**config.mk**
```make
export PLATFORM = sky130hd
export DESIGN_NAME = enigma_step_ctrl
export DESIGN_NICKNAME = d
export VERILOG_FILES = /design/src/rtl/enigma_pkg.sv /design/src/rtl/enigma_step_decide.sv /design/src/rtl/enigma_step_ctrl.sv
export SDC_FILE = /design/constraint.sdc
export NUM_CORES = 1
export LEC_CHECK = 0
export BUFFER_PORTS_ARGS = -buffer_cell sky130_fd_sc_hd__buf_2
export CAP_MARGIN = 0
export CORE_MARGIN = 5
export CORE_UTILIZATION = 45
export CTS_CLUSTER_SIZE = 30
export DETAILED_ROUTE_END_ITERATION = 10
export MAX_ROUTING_LAYER = met4
export PLACE_DENSITY_LB_ADDON = 0.08
export SYNTH_ARGS = -nofsm -noshare
export SYNTH_HDL_FRONTEND = slang
export SYNTH_SLANG_ARGS = --single-unit
```
**constraint.sdc**
```tcl
create_clock -name clk -period 5.35 [get_ports clk]
set_clock_uncertainty 0.05 [all_clocks]
set_input_delay 0.535 -clock clk [delete_from_list [all_inputs] [get_ports clk]]
set_output_delay 0.535 -clock clk [all_outputs]
set_load 0.02 [all_outputs]
```
**src/rtl/enigma_pkg.sv**
```systemverilog
// Shared types and constants for the three-rotor scrambler sequencer and
// its rotor datapath.
package enigma_pkg;

   typedef logic [4:0] char_t;

   localparam int ALPHA       = 26;
   localparam int NOTCH_R_DEF = 16;
   localparam int NOTCH_M_DEF = 4;

   typedef enum logic [2:0] {
      ST_IDLE   = 3'd0,
      ST_LOAD   = 3'd1,
      ST_STEP   = 3'd2,
      ST_SETTLE = 3'd3,
      ST_OUT    = 3'd4
   } state_t;

   // Key positions can arrive as any 5-bit value; fold them into the alphabet.
   function automatic char_t mod_alpha(input char_t v, input int alpha);
      return char_t'(int'(v) % alpha);
   endfunction

endpackage

```
**src/rtl/enigma_step_decide.sv**
```systemverilog
// Enigma stepping decision from pre-step positions. The middle rotor also
// steps when it sits on its own notch (double step).
module enigma_step_decide
   import enigma_pkg::*;
(
   input  char_t pos_m_i,
   input  char_t pos_r_i,
   input  char_t notch_m_i,
   input  char_t notch_r_i,
   output logic  step_en_l_o,
   output logic  step_en_m_o,
   output logic  step_en_r_o
);

   logic m_at_notch;
   logic r_at_notch;

   assign m_at_notch  = (pos_m_i == notch_m_i);
   assign r_at_notch  = (pos_r_i == notch_r_i);

   assign step_en_r_o = 1'b1;
   assign step_en_m_o = r_at_notch | m_at_notch;
   assign step_en_l_o = m_at_notch;

endmodule

```
**src/rtl/enigma_step_ctrl.sv**
```systemverilog
// Per-character sequencer: key load, stepping pulse, settle wait and result
// handshake for the three-rotor scrambler.
module enigma_step_ctrl
   import enigma_pkg::*;
#(
   parameter int NOTCH_R       = NOTCH_R_DEF,
   parameter int NOTCH_M       = NOTCH_M_DEF,
   parameter int SETTLE_CYCLES = 2,
   parameter int ALPHA         = enigma_pkg::ALPHA
) (
   input  logic        clk,
   input  logic        reset_n,
   input  logic        cfg_valid_in,
   input  logic [4:0]  cfg_pos_l_in,
   input  logic [4:0]  cfg_pos_m_in,
   input  logic [4:0]  cfg_pos_r_in,
   input  logic        char_valid_in,
   input  logic [4:0]  char_in,
   output logic        char_ready_out,
   output logic        res_valid_out,
   output logic [4:0]  res_char_out,
   input  logic        res_ready_in,
   output logic        err_out,
   output logic        rotor_set_out,
   output logic [4:0]  rotor_init_l_out,
   output logic [4:0]  rotor_init_m_out,
   output logic [4:0]  rotor_init_r_out,
   output logic        step_en_l_out,
   output logic        step_en_m_out,
   output logic        step_en_r_out,
   input  logic [4:0]  pos_l_in,
   input  logic [4:0]  pos_m_in,
   input  logic [4:0]  pos_r_in,
   output logic [4:0]  path_char_out,
   input  logic [4:0]  path_res_in,
   output logic        busy_out,
   output logic [15:0] char_count_out
);

   localparam int             CW       = (SETTLE_CYCLES > 1) ? $clog2(SETTLE_CYCLES) : 1;
   localparam logic [CW-1:0]  CNT_LAST = CW'(SETTLE_CYCLES - 1);

   state_t        state_q, state_d;
   logic [CW-1:0] cnt_q, cnt_d;
   char_t         cfg_l_q, cfg_l_d;
   char_t         cfg_m_q, cfg_m_d;
   char_t         cfg_r_q, cfg_r_d;
   char_t         path_q, path_d;
   char_t         res_q, res_d;
   logic          err_q, err_d;
   logic [15:0]   count_q, count_d;

   logic dec_l, dec_m, dec_r;
   logic in_step;

   // The left position never influences stepping in a three-rotor machine.
   logic unused_pos_l;
   assign unused_pos_l = ^pos_l_in;

   enigma_step_decide u_decide (
      .pos_m_i     (pos_m_in),
      .pos_r_i     (pos_r_in),
      .notch_m_i   (char_t'(NOTCH_M)),
      .notch_r_i   (char_t'(NOTCH_R)),
      .step_en_l_o (dec_l),
      .step_en_m_o (dec_m),
      .step_en_r_o (dec_r)
   );

   always_comb begin
      state_d = state_q;
      cnt_d   = cnt_q;
      cfg_l_d = cfg_l_q;
      cfg_m_d = cfg_m_q;
      cfg_r_d = cfg_r_q;
      path_d  = path_q;
      res_d   = res_q;
      err_d   = 1'b0;
      count_d = count_q;
      case (state_q)
         ST_IDLE: begin
            if (cfg_valid_in) begin
               cfg_l_d = mod_alpha(cfg_pos_l_in, ALPHA);
               cfg_m_d = mod_alpha(cfg_pos_m_in, ALPHA);
               cfg_r_d = mod_alpha(cfg_pos_r_in, ALPHA);
               count_d = '0;
               state_d = ST_LOAD;
            end else if (char_valid_in) begin
               if (int'(char_in) < ALPHA) begin
                  path_d  = char_in;
                  state_d = ST_STEP;
               end else begin
                  err_d = 1'b1;
               end
            end
         end
         ST_LOAD: state_d = ST_IDLE;
         ST_STEP: begin
            cnt_d   = '0;
            state_d = ST_SETTLE;
         end
         ST_SETTLE: begin
            if (cnt_q == CNT_LAST) begin
               res_d   = path_res_in;
               state_d = ST_OUT;
            end else begin
               cnt_d = cnt_q + 1'b1;
            end
         end
         ST_OUT: begin
            if (res_ready_in) begin
               count_d = count_q + 16'd1;
               state_d = ST_IDLE;
            end
         end
         default: state_d = ST_IDLE;
      endcase
   end

   always_ff @(posedge clk or negedge reset_n) begin
      if (!reset_n) begin
         state_q <= ST_IDLE;
         cnt_q   <= '0;
         cfg_l_q <= '0;
         cfg_m_q <= '0;
         cfg_r_q <= '0;
         path_q  <= '0;
         res_q   <= '0;
         err_q   <= 1'b0;
         count_q <= '0;
      end else begin
         state_q <= state_d;
         cnt_q   <= cnt_d;
         cfg_l_q <= cfg_l_d;
         cfg_m_q <= cfg_m_d;
         cfg_r_q <= cfg_r_d;
         path_q  <= path_d;
         res_q   <= res_d;
         err_q   <= err_d;
         count_q <= count_d;
      end
   end

   assign in_step          = (state_q == ST_STEP);
   assign step_en_l_out    = in_step & dec_l;
   assign step_en_m_out    = in_step & dec_m;
   assign step_en_r_out    = in_step & dec_r;

   assign char_ready_out   = (state_q == ST_IDLE) & ~cfg_valid_in;
   assign busy_out         = (state_q != ST_IDLE);
   assign res_valid_out    = (state_q == ST_OUT);
   assign res_char_out     = res_q;
   assign err_out          = err_q;
   assign rotor_set_out    = (state_q == ST_LOAD);
   assign rotor_init_l_out = cfg_l_q;
   assign rotor_init_m_out = cfg_m_q;
   assign rotor_init_r_out = cfg_r_q;
   assign path_char_out    = path_q;
   assign char_count_out   = count_q;

endmodule

```
# Word level (Yosys, flattened, before mapping)
# Cells that the tools add are included.
# Widths: inputs -> output; s select.
[totals] register_bits=46 inputBits=45 wordCells=55
[op_classes] add_sub_neg=2 n_div=3 magnitude_cmp=1 n_eq_ne=11 n_mux=15 n_bitwise=5 reduce_logical=9
[op_table] operator="$mod 6x6->32 const B" count=3
[op_table] operator="$mux 16" count=2
[op_table] operator="$pmux 16 s2" count=1
[op_table] operator="$add 16x1->16 const B" count=1
[op_table] operator="$mux 3" count=5
[op_table] operator="$pmux 3 s4" count=1
[op_table] operator="$reduce_and 4->1" count=2
[op_table] operator="$eq 3x2->1 const B" count=2
[op_table] operator="$ne 3x3->1 const B" count=2
[op_table] operator="$eq 5x3->1 const B" count=1
[op_table] operator="$eq 5x5->1 const B" count=1
[op_table] operator="$lt 5x5->1 const B" count=1
[op_table] operator="$mux 1" count=5
[op_table] operator="$ne 2x2->1 const B" count=2
[op_table] operator="$reduce_and 2->1" count=2
[op_table] operator="$reduce_bool 2->1" count=2
[op_table] operator="$and 1x1->1" count=3
[op_table] operator="$eq 3x1->1 const B" count=1
[op_table] operator="$eq 3x3->1 const B" count=1
[op_table] operator="$logic_not 3->1" count=1
[op_table] operator="$reduce_and 3->1" count=1
[op_table] operator="$reduce_bool 3->1" count=1
[op_table] operator="$ne 2x1->1 const B" count=1
[op_table] operator="$pmux 1 s2" count=1
[op_table] operator="3 further kinds" count=3

# Depth between registers and ports, before layout
[logic_depth] ltp_word=5 mapped_depth=7

# By module
# From an unflattened synthesis, not the netlist that was laid out.
[unflattened] cells_unflattened=259 hier_area_um2=2483.6
[by_module_without_submodules] module="enigma_step_ctrl" instances=1 cells_each=243 area_each_um2=2356.0
[by_module_without_submodules] module="enigma_step_decide" instances=1 cells_each=16 area_each_um2=127.6

# Worst setup path after synthesis
# Ideal clock, no wire load.
[synth_path] path_kind="register -> register" start="register count_q[6], in the netlist char_count_out[6]" end="register count_q[11], in the netlist char_count_out[11]" setup_time_ns=0.078 arrival_time_ns=2.060 required_time_ns=5.222 path_slack_ns=3.162 path_stages_with_launch=6 path_buffers=1 cell_sequence="dfrtp_1 > or3b_1 > or4_1 > buf_2 > or4_1 > a21oi_1"
[synth_between] elab_chain_cells=3
[synth_rtl] element="start, declared" line_no="enigma_step_ctrl.sv:51" text="logic [15:0] count_q, count_d;"
[synth_rtl] element="start signal, assigned" line_no="enigma_step_ctrl.sv:140" text="count_q <= count_d;"
[synth_rtl] element="$add 16x1->16" line_no="enigma_step_ctrl.sv:112" text="count_d = count_q + 16'd1;"
[synth_rtl] element="$mux 16" line_no="enigma_step_ctrl.sv:111" text="if (res_ready_in) begin"
[synth_rtl] element="$pmux 16 s2" line_no="enigma_step_ctrl.sv:80" text="case (state_q)"
# Every way passes these cells. The select of a mux whose other input is x is not followed.
# A chain may end at the register's enable or synchronous reset.

# Final worst setup path
[layout_path] start="register state_q[0]" end="register count_q[11], in the netlist char_count_out[11]"
[layout_between] elab_chain_cells=3
[layout_rtl] element="start, declared" line_no="enigma_step_ctrl.sv:43" text="state_t state_q, state_d;"
[layout_rtl] element="start signal, assigned" line_no="enigma_step_ctrl.sv:132" text="state_q <= state_d;"
[layout_rtl] element="$eq 3x3->1 / $logic_not 3->1 (equally long branches)" line_no="enigma_step_ctrl.sv:80"
[layout_rtl] element="$ne 2x1->1 (no source line), or another cell as far along"
[layout_rtl] element="$reduce_and 3->1 (no source line)"
# Several ways; a longest one is shown, not always the timed one.

==> flow_summary.toml <==
[clocking]
clk_latency_ps = 300
clkTransAtPathRegs_ps = 80
cts_setup_buffers = 0
cts_tree = "yes"
cts-root-buf = "clkbuf_8"
max-clock-path-buffers = 2
cts_buffers = 5
cts_sinks = 46
postCtsHoldBufs = 0
cts_max_level = 2
ctsResizeCount = 0

[pwr]
internal_power_uw = 770
power_uw = 1300
combPwrFrac_pct = 41.4
p_clk_share_pct = 17.0
pwr-share-seq_pct = 41.6
leakage_uw = 0.00141
ir_drop_mv = 0.244
p_sw_uw = 529
p_sw_share_pct = 40.7
power.density_nw_per_um2 = 448

[timing]
max_freq_mhz = 428
period_minus_slack_ps = 2330
finalHoldViolations = 0
timing.setup.tns_ps = 0
worstMarginPinSlew_ps = 1020
rsz0062_at_grt = "false"
relSlewSlack_pct = 32.2
finalCritPeriodShare_pct = 43.6
maxSlewViolCount = 0
setup_viol = 0

[global_routing]
antenna_found_initial = 0
grt_pass1_wl_microns = 8370
grt_max_degree = 47
grt_usage_pct = 16.6
grt_pass1_vias = 1895
grt-ovfl-total = 0

[routing]
vias = 2007
ant_nets = 0
viasPerCell = 5.07
drt_iter0_drc = 65
route.detailed.drc = 0
firstDrtPassIters = 4
avgRoutedWirePerCell_microns = 13.0
drt_wl_total_microns = 5140

[floorplanning]
initial_core_util_pct = 45.8
die_h_microns = 81.6
pin_count = 94
die-area_sq_um = 6660
fp.dieW_microns = 81.6
fp-row-count = 26
core_sq_um = 5040

[worst_setup_path]
crit_end = "char_count_out[11]"
cp.arrival_ps = 2520
worstSetupEndpointType = "flip-flop"
r2r_slack_ps = 3020
worstPathRequired_ps = 5530
timing.rr.start = "state_q[0]"
r2r_end = "char_count_out[11]"
start_kind = "flip-flop"
cp_max_fo = 11
r2r_cells = 4
setup.worst_path.start = "state_q[0]"
critPathKind = "flip-flop to flip-flop"

[synthesis]
async_flop_share_pct = 100
syn_inst = 239
synth_ff_type = "dfrtp_1"
synth_area_sq_um = 2310
syn-num-nets = 291
synth-seq-cells = 46
synth_cell_types = 41
synth_seq_area_share_pct = 49.9
yosys_warnings = 0
syn_avg_cell_area_sq_um = 9.65
synth_edf_count = 0

[finish]
final_layout_size_suffix_gt1_share_pct = 33.4
areaGrowthSynthToFinish_pct = 25.7
fin_nets = 377
antenna_cells = 0
finalInstanceArea_sq_um = 2900

[placement]
dp_hpwl_microns = 3810
io_buffers = 88
placed_area_sq_um = 2800
gp_congestion = 0.786

[hold_path]
hold_path.class = "input pin to async pin"

[flow_run]
drv_cap = 0

[status]
status = "completed"
stage by stage:
step	hold WS (ps)	utilization, %	instances	setup slack [ps]
finish	354	57.5	396	3020
floorplan	189	-	239	3160
CTS	389	57.5	396	3010
global placement	406	55.6	388	3060
global route	392	57.5	396	2900
detailed placement	409	55.6	388	3030
cells in the mapped netlist (all sizes together) (2+ instances only):
cell | number | area (sq um)
nor2 | 17 | 63.8
o21ai | 22 | 110
mux2 | 9 | 101
or4 | 3 | 22.5
buf | 2 | 8.75
or3 | 9 | 57.6
nor3b | 2 | 15.0
nor4 | 2 | 12.5
nand3 | 7 | 35.0
a41oi | 2 | 17.5
and3 | 2 | 12.5
or3b | 2 | 17.5
o21a | 6 | 45.0
dfrtp | 46 | 1150
inv | 10 | 37.5
nand2 | 23 | 86.3
ha | 7 | 87.6
and2 | 3 | 18.8
a31oi | 2 | 12.5
nand2b | 3 | 18.8
nor2b | 3 | 18.8
nor3 | 4 | 20.0
a21oi | 21 | 105
o211ai | 2 | 15.0
xnor2 | 4 | 35.0
o22ai | 3 | 18.8
o22a | 2 | 17.5
o221ai | 3 | 26.3
clkbuf | 8 | 30.0
nor4bb | 2 | 20.0
layer usage:
layer / track usage, % / share of wire, % / vias to the layer above
li1: - / - / 1035
met3: 4.17 / 6.1 / 7
met1: 19.9 / 45 / 916
met5: - / 0 / -
met2: 27.2 / 48 / 49
met4: 5.98 / 1.4 / 0
cell usage in the layout, fill, tap and decap left out, drive strengths merged, types with 3 or more instances in the layout:
cell type	n
clkbuf	6
dfrtp	46
inv	10
mux2	9
and2	3
buf	89
or3	9
or4	3
nor3	4
o21a	6
nor2b	3
nand2b	3
nor2	17
ha	7
xnor2	4
nand3	7
o21ai	22
a21oi	21
nand2	23
o221ai	3
o22ai	3
state kept, by name (all words and copies together) (netlist names):
name              flops
cnt_q                 1
rotor_init_l_out      5
res_char_out          5
state_q               3
path_char_out         5
rotor_init_m_out      5
rotor_init_r_out      5
char_count_out       16
err_out               1
critical path, cell delays in order (launching register included):
cell and delay, ps:
dfrtp_1 480, or3b_1 400, or4_1 680, or4_1 510
a21oi_1 150
cells by family (layout without fill, tap and decap cells):
group	count (synthesis)	after routing	synth area share, %
AO/OA/AOI/OAI	65	65	16.6
buffers and inverters	20	107	3.31
flip-flops	46	46	49.9
XOR/XNOR	4	4	1.52
adder cells (fa/ha/maj)	7	7	3.80
AND/OR/NAND/NOR	87	87	20.0
multiplexers	10	10	4.83
power by group through the flow:
stage | Combinational, uW | Sequential, uW | Clock [uW]
after floorplan | 232 | 664 | 0
after global placement | 538 | 547 | 0
after detailed placement | 548 | 547 | 0
after CTS | 549 | 542 | 230
after global routing | 594 | 561 | 246
final | 538 | 540 | 221
layout make-up:
class / count / area (sq um)
flip-flops and latches: 46 / 1150
multi-input cells: 173 / 1080
clock buffers: 6 / 82.6
fillers: 477 / 2140
repair buffers: 89 / 448
inverters: 10 / 37.5
well taps: 70 / 87.6
clock inverters: 2 / 12.5
worst min path at each step:
stage	end	cells after the start	slack, ps
after detailed placement	rotor_init_m_out[0]	2	410
after floorplan	char_count_out[0]	0	190
after global placement	rotor_init_l_out[0]	2	410
final	char_count_out[13]	1	350
after CTS	char_count_out[13]	1	390
after global routing	res_char_out[0]	2	390
(Power assumes the default switching activity.)
